## src/rtl/gru_pkg.sv

```systemverilog
// Shared constants and FSM encoding for the GRU cell activation path.
package gru_pkg;

    localparam int FP_W         = 32;
    localparam int TANH_LATENCY = 3;

    typedef enum logic [1:0] {
        S_IDLE  = 2'd0,
        S_ISSUE = 2'd1,
        S_WAIT  = 2'd2,
        S_RESP  = 2'd3
    } state_t;

endpackage

```

## src/rtl/rr_arbiter.sv

```systemverilog
// Combinational round-robin picker: first set request after ptr, wrapping.
module rr_arbiter #(
    parameter  int N_REQ = 4,
    localparam int PW    = (N_REQ > 1) ? $clog2(N_REQ) : 1
) (
    input  logic [N_REQ-1:0] req,
    input  logic [PW-1:0]    ptr,
    input  logic             en,
    output logic [N_REQ-1:0] gnt,
    output logic [PW-1:0]    gnt_idx
);

    logic          found;
    logic [PW-1:0] idx;

    always_comb begin
        gnt     = '0;
        gnt_idx = '0;
        found   = 1'b0;
        idx     = '0;
        for (int k = 1; k <= N_REQ; k++) begin
            idx = PW'((int'(ptr) + k) % N_REQ);
            if (en && !found && req[idx]) begin
                found        = 1'b1;
                gnt[idx]     = 1'b1;
                gnt_idx      = idx;
            end
        end
    end

endmodule

```

## src/rtl/tanh_share_ctrl.sv

```systemverilog
// Shares one tanh unit between N_REQ requesters: round-robin accept,
// single start pulse, watchdog-bounded wait, one-hot result strobe.
module tanh_share_ctrl
    import gru_pkg::state_t;
    import gru_pkg::S_IDLE;
    import gru_pkg::S_ISSUE;
    import gru_pkg::S_WAIT;
    import gru_pkg::S_RESP;
#(
    parameter int N_REQ   = 4,
    parameter int FP_W    = 32,
    parameter int TIMEOUT = 8
) (
    input  logic                    clk,
    input  logic                    rstn,
    input  logic [N_REQ-1:0]        req_valid,
    input  logic [N_REQ*FP_W-1:0]   req_data,
    output logic [N_REQ-1:0]        req_ready,
    output logic [N_REQ-1:0]        resp_valid,
    output logic [FP_W-1:0]         resp_data,
    output logic                    resp_err,
    output logic                    tanh_start,
    output logic [FP_W-1:0]         tanh_in,
    input  logic [FP_W-1:0]         tanh_out,
    input  logic                    tanh_done,
    output logic                    busy
);

    localparam int PW = (N_REQ > 1) ? $clog2(N_REQ) : 1;
    localparam int CW = $clog2(TIMEOUT);

    state_t           state, state_nxt;
    logic [PW-1:0]    rr_ptr, grant, gnt_idx;
    logic [CW-1:0]    wait_cnt;
    logic [N_REQ-1:0] gnt;
    logic             arb_en, accept, timeout_hit;
    logic [FP_W-1:0]  slot [N_REQ];

    for (genvar i = 0; i < N_REQ; i++) begin : g_slot
        assign slot[i] = req_data[i*FP_W +: FP_W];
    end

    // Gating with rstn keeps req_ready low while reset is held.
    assign arb_en      = (state == S_IDLE) && rstn;
    assign accept      = |gnt;
    assign timeout_hit = (wait_cnt == CW'(TIMEOUT - 1));
    assign req_ready   = gnt;

    rr_arbiter #(.N_REQ(N_REQ)) u_arb (
        .req     (req_valid),
        .ptr     (rr_ptr),
        .en      (arb_en),
        .gnt     (gnt),
        .gnt_idx (gnt_idx)
    );

    always_ff @(posedge clk or negedge rstn) begin
        if (!rstn) state <= S_IDLE;
        else       state <= state_nxt;
    end

    always_comb begin
        state_nxt = state;
        unique case (state)
            S_IDLE:  if (accept) state_nxt = S_ISSUE;
            S_ISSUE: state_nxt = S_WAIT;
            S_WAIT:  if (tanh_done || timeout_hit) state_nxt = S_RESP;
            S_RESP:  state_nxt = S_IDLE;
            default: state_nxt = S_IDLE;
        endcase
    end

    always_comb begin
        tanh_start = (state == S_ISSUE);
        busy       = (state != S_IDLE);
        resp_valid = '0;
        if (state == S_RESP) resp_valid[grant] = 1'b1;
    end

    always_ff @(posedge clk or negedge rstn) begin
        if (!rstn) begin
            rr_ptr    <= PW'(N_REQ - 1);
            grant     <= '0;
            tanh_in   <= '0;
            wait_cnt  <= '0;
            resp_data <= '0;
            resp_err  <= 1'b0;
        end else begin
            unique case (state)
                S_IDLE: if (accept) begin
                    grant   <= gnt_idx;
                    tanh_in <= slot[gnt_idx];
                end
                S_ISSUE: wait_cnt <= '0;
                S_WAIT: begin
                    wait_cnt <= wait_cnt + CW'(1);
                    // done takes priority over a coincident watchdog expiry
                    if (tanh_done) begin
                        resp_data <= tanh_out;
                        resp_err  <= 1'b0;
                    end else if (timeout_hit) begin
                        resp_data <= '0;
                        resp_err  <= 1'b1;
                    end
                end
                S_RESP: rr_ptr <= grant;
                default: ;
            endcase
        end
    end

endmodule

```

## config.mk

```make
export PLATFORM = sky130hd
export DESIGN_NAME = tanh_share_ctrl
export DESIGN_NICKNAME = d
export VERILOG_FILES = /design/src/rtl/gru_pkg.sv /design/src/rtl/rr_arbiter.sv /design/src/rtl/tanh_share_ctrl.sv
export SDC_FILE = /design/constraint.sdc
export NUM_CORES = 1
export LEC_CHECK = 0
export BUFFER_PORTS_ARGS = -buffer_cell sky130_fd_sc_hd__clkbuf_2
export CAP_MARGIN = 20
export CORE_MARGIN = 1
export CORE_UTILIZATION = 45
export CTS_CLUSTER_DIAMETER = 40
export DETAILED_ROUTE_END_ITERATION = 7
export PLACE_DENSITY = 0.81
export SLEW_MARGIN = 20
export SYNTH_ARGS = -nofsm -noshare
export SYNTH_HDL_FRONTEND = slang
export SYNTH_SLANG_ARGS = --single-unit
export TNS_END_PERCENT = 30
```

## constraint.sdc

```tcl
create_clock -name clk -period 3.4 [get_ports clk]
set_input_delay 0.68 -clock clk [delete_from_list [all_inputs] [get_ports clk]]
set_output_delay 0.68 -clock clk [all_outputs]
set_load 0.1 [all_outputs]
```

# Yosys cells after proc, flatten, opt, wreduce, memory -nomap -nowiden
# Index checks and enable logic that the tools add are counted.
[totals]
reg_bits = 74
latchBits = 0
ramBits = 0
rom_bits = 0
output_inout_bits = 75
elab_cells = 99
n_memories = 0
[op_classes]
add_sub_neg = 5
multipliers = 0
div_mod_pow = 0
magnitude_cmp = 11
n_eq_ne = 6
shifts = 0
muxes = 41
n_bitwise = 4
n_reduce_logical = 25
[ops]
columns = ["op", "n"]
rows = [
  ["$mux W32", 4],
  ["$bmux W32 S2", 1],
  ["$mux W4", 5],
  ["$lt A2 B3 Y1 const B", 5],
  ["$mux W1", 14],
  ["$logic_and A1 B1 Y1", 13],
  ["$mux W2", 6],
  ["$or A4 B4 Y4", 3],
  ["$demux W1 S2", 5],
  ["$ge A2 B1 Y1 const B", 5],
  ["$bmux W1 S2", 4],
  ["$pmux W2 S4", 1],
  ["$pmux W3 S2", 1],
  ["$reduce_and A2 Y1", 3],
  ["$reduce_bool A2 Y1", 3],
  ["$add A2 B1 Y2 const B", 2],
  ["$add A2 B2 Y2 const B", 2],
  ["$eq A2 B2 Y1 const B", 2],
  ["$ne A2 B2 Y1 const B", 2],
  ["$reduce_or A4 Y1", 1],
  ["$add A3 B1 Y3 const B", 1],
  ["$eq A3 B3 Y1 const B", 1],
  ["$ge A3 B3 Y1 const B", 1],
  ["$logic_not A1 Y1", 3],
  ["4 further kinds", 4],
]

# Depth between registers and ports, before layout
[depth]
depth_word = 21
mapped_depth = 13
ltp_nobuf = 9

# Modules after synthesis
# A second synthesis with hierarchy kept.
[hier_totals]
hier_cells = 284
area_unflattened_um2 = 4127.7
[modules_own_cells]
columns = ["mod", "instances", "cells_per_inst", "area_per_inst_um2"]
rows = [
  ["tanh_share_ctrl", 1, 230, 3641.0],
  ["rr_arbiter", 1, 54, 486.7],
]

# Least setup slack after synthesis
# Ideal clock, no wire load.
[synth_path]
kind = "reg-to-reg"
from = "reg rr_ptr[1]"
to = "reg state[1]"
setup_time_ns = 0.128
arrival_ns = 3.716
path_slack_ns = -0.444
stages_incl_launch_ff = 12
n_path_buf = 2
synth_period_minus_slack_ns = 3.844
path_cell_list = "dfstp_2 -> clkbuf_1 -> inv_1 -> ha_1 -> buf_2 -> mux4_2 -> nand2b_1 -> nor3_2 -> a221o_1 -> nor4_4 -> a22oi_1 -> mux2_1"
[synth_via]
elab_chain_cells = 20
word_cells_on_any_way = 55
[synth_rtl]
columns = ["element", "line_no", "source"]
rows = [
  ["start, declared", "tanh_share_ctrl.sv:33", "logic [PW-1:0] rr_ptr, grant, gnt_idx;"],
  ["start signal, assigned", "tanh_share_ctrl.sv:82", "rr_ptr <= PW'(N_REQ - 1);"],
  ["start signal, assigned", "tanh_share_ctrl.sv:106", "S_RESP: rr_ptr <= grant;"],
  ["parallel branches: the longest is 16 deep, another holds $lt A2 B3 Y1", "-", ""],
  ["$mux W4 *", "rr_arbiter.sv:23", "if (en && !found && req[idx]) begin"],
  ["named net req_ready[2]", "tanh_share_ctrl.sv:18", "output logic [N_REQ-1:0] req_ready,"],
  ["$reduce_or A4 Y1 *", "tanh_share_ctrl.sv:45", "assign accept = |gnt;"],
  ["$ne A2 B2 Y1 (no line) *", "-", ""],
  ["$reduce_and A2 Y1 (no line) *", "-", ""],
  ["end signal, assigned", "tanh_share_ctrl.sv:59", "else state <= state_nxt;"],
  ["end, declared", "tanh_share_ctrl.sv:32", "state_t state, state_nxt;"],
]
# Mark *: on every way through the listed nets, which the timed path passes. The select of a mux whose other input is x is not followed.
# A chain may end at the register's enable or synchronous reset.

# Worst setup path after layout
[layout_path]
from = "reg rr_ptr[0]"
to = "out req_ready[2]"
[layout_via]
elab_chain_cells = 17
word_cells_on_any_way = 52
[layout_rtl]
columns = ["element", "line_no"]
rows = [
  ["parallel branches: the longest is 16 deep, another holds $lt A2 B3 Y1", "-"],
  ["$mux W4 *", "rr_arbiter.sv:23"],
  ["end, declared", "tanh_share_ctrl.sv:18"],
]
# Mark *: on every way between the ends. The select of a mux whose other input is x is not followed.

==> impl_metrics.csv <==
group,metric,value,unit
timing,finalHoldViolations,0,
place,portBuffers,241,
clock_tree,numCtsBuffers,9,
yosys,synth_edf_count,0,
hold_path,holdPathEnd,"tanh_in[18]$_DFFE_PN0P_",
grt,busiest_layer,"met2",
worst_setup_path,cp-end-kind,"output port",
place,hpwl,9.16,mm
yosys,ys_seq_elements,74,
detailed_routing,drtPass1Iterations,6,
floorplan,fp.dieW,99.7,µm
grt,grt_max_degree,75,
timing,setup_viol,0,
hold_path,hold_path_class,"flop to flop",
timing,fin_crit_sh,98.0,%
clock_tree,clk_transition_reported_paths,0.09,ns
worst_setup_path,reg2reg_to,"state[1]$_DFFE_PN0P_",
final_layout,final_common_cell,"clkbuf_2",
place,dpl_cell_area,5810,µm²
detailed_routing,drc,0,
detailed_routing,vias_per_cell,5.11,
final_layout,nets,812,
yosys,syn_area_per_cell,11.1,µm²
yosys,synthArstFlopShare,100,%
worst_setup_path,critPathMaxFanout,6,
worst_setup_path,r2r_setup_slack,0.23,ns
timing,slew_viol_final,0,
clock_tree,cts_root_buffer,"clkbuf_8",
timing,fin_crit,3.33,ns
detailed_routing,ant_nets,0,
floorplan,initial_core_util,46.5,%
yosys,ys.flop_type,"dfrtp_1",
yosys,synthesis.nets,570,
grt,gr-usage-all-layers,23.1,%
run_status,outcome,"complete, no violations",
clock_tree,cts_sinks,74,
worst_setup_path,path_delay_family,"compound AO/OA/AOI/OAI gates",
worst_setup_path,crit_required,2.72,ns
grt,use_met2,39.8,%
worst_setup_path,critical_path_class,"flop to output port",
timing,max_slew_margin,39.6,%
detailed_routing,drt_iter0_drc,77,
clock_tree,cts_hold_buffers,0,
worst_setup_path,cp_cell_sequence,"inv_1 -> ha_4 -> buf_4 -> mux2i_1 -> a22oi_2 -> nor3_4 -> a221o_4 -> buf_12",
worst_setup_path,critPathLaunchType,"flop",
floorplan,core,9240,µm²
grt,grt_pass1_vias,3801,
yosys,ys_warn_count,0,
job,max_cap_violations,0,
hold_path,holdPathStages,2,
floorplan,die-area,9940,µm²
place,gp_congestion,0.788,
detailed_routing,vias,3903,
final_layout,drive_gt1_share,51.3,%
grt,grt_overflow,0,
grt,antenna_found_initial,0,
final_layout,mostFrequentLayoutCells,"clkbuf_2, dfrtp_1, mux2i_1, nand2_1",
floorplan,pin_count,242,
yosys,synth-seq-area-share,43.2,%
clock_tree,clockBufferDepth,2,
place,dpl_worst_slack,0.0523,ns
worst_setup_path,crit_path_start,"rr_ptr[0]$_DFFE_PN1P_",
detailed_routing,wirelength,11.6,mm
yosys,synth_cells,388,
worst_setup_path,worst-r2r-cell-count,10,
final_layout,antenna_cells,0,
timing,finClkSkew,0.0113,ns
yosys,syn_area,4300,µm²
worst_setup_path,reg2reg_from,"rr_ptr[0]$_DFFE_PN1P_",
floorplan,die_h,99.7,µm
clock_tree,clk-insertion-delay-late,0.35,ns
grt,use_met1,27.5,%
final_layout,area_delta_synth_final,40.9,%
clock_tree,cts_max_level,3,
final_layout,fin_area,6060,µm²
floorplan,rows,35,
worst_setup_path,max_stage_delay,0.54,ns
yosys,synth_cell_types,34,
hold_path,hp-start,"tanh_in[18]$_DFFE_PN0P_",
timing,tightest_slew,0.906,ns
worst_setup_path,cpMaxStageDelayCell,"dfstp_2",
clock_tree,cts_tree,"done",
grt,use_met3,6.32,%
detailed_routing,wl_per_cell,15.2,µm
worst_setup_path,arrival,2.65,ns
worst_setup_path,path_buf_inv,3,
timing,final.setup.worst_slack,0.0690,ns
grt,grt_pass1_wl,17.9,mm
timing,clock.fmax,0.300,GHz
[what timing repair did]
item                       4_1_cts  5_1_grt
setup endpoints to repair        4        4
gates resized for setup          4        3
pin swaps                        1        5
buffers inserted                 1        2
cloned                           0        0
[worst reg2reg max path: stages (launching register included)]
cell	delay, ns
dfstp_2	0.54
inv_1	0.14
ha_4	0.28
buf_4	0.15
mux2i_1	0.13
a22oi_2	0.30
nor3_4	0.11
a221o_4	0.48
nor4_4	0.43
a22oi_1	0.16
mux2_1	0.33
[registers in the layout, indices dropped and copies added (netlist names)]
| name | cells |
|---|---|
| grant | 2 |
| resp_data | 32 |
| resp_err | 1 |
| rr_ptr | 2 |
| state | 2 |
| tanh_in | 32 |
| wait_cnt | 3 |
[kinds of logic (layout without fill, tap and decap cells)]
family / after synthesis / after routing / share of synthesized area, %
compound gates: 88 / 88 / 13.9
fa+ha+maj: 15 / 15 / 4.37
flops: 74 / 74 / 43.2
mux: 106 / 106 / 26.8
simple gates: 67 / 67 / 7.60
buf+inv: 38 / 285 / 4.11
[how the worst max path moves through the flow]
stage                                 to  slack [ns]  cells after the start
global placement            req_ready[2]        0.20                      7
floorplan           state[1]$_DFFE_PN0P_       0.004                     11
finish                      req_ready[2]        0.07                      8
CTS                         req_ready[2]      0.0003                      7
global route                req_ready[2]       -0.04                      8
detailed placement          req_ready[1]        0.05                      7
[stage by stage]
stage                     cells  utilization, %  TNS [ns]  hold WS [ns]
after floorplan             388               -         0         0.384
after global placement      745            62.8         0         0.467
after detailed placement    745            62.8         0         0.475
after CTS                   762            65.2         0         0.494
after global routing        764            65.5    -0.136         0.515
final                       764            65.5         0         0.487
[cell usage after synthesis (3+ instances only)]
library cell | n | area share (%)
a221o_1 | 4 | 0.93
nand3b_1 | 4 | 0.70
a21oi_1 | 6 | 0.70
nor2_1 | 6 | 0.52
mux2i_1 | 69 | 16
mux2_2 | 32 | 8.4
a22o_1 | 32 | 6.5
and3_1 | 3 | 0.44
dfrtp_1 | 72 | 42
clkbuf_1 | 14 | 1.2
nand2_1 | 41 | 3.6
o21ai_1 | 31 | 3.6
ha_1 | 15 | 4.4
mux4_2 | 4 | 2.1
nand3_1 | 3 | 0.35
inv_1 | 11 | 0.96
buf_2 | 9 | 1.0
o21ai_0 | 10 | 1.2
[layout make-up]
cell class                      instances  area [µm²]
Clock buffer                            9         124
Clock inverter                          7        60.1
Inverter                               11        41.3
Timing Repair Buffer                  258        1430
Sequential cell                        74        1850
Fill cell                             748        3180
Tap cell                              129         161
Multi-Input combinational cell        276        2380
[per-layer routing]
metal,wire (µm),vias up,part of all wire (%)
li1,-,1896,-
met1,4640,1830,40
met2,5930,158,51
met3,840,19,7.2
met4,212,0,1.8
met5,0,-,0
Power is left out: the tool's default activity adds up to more than one toggle a clock period on the data nets, which glitch-free logic cannot reach.
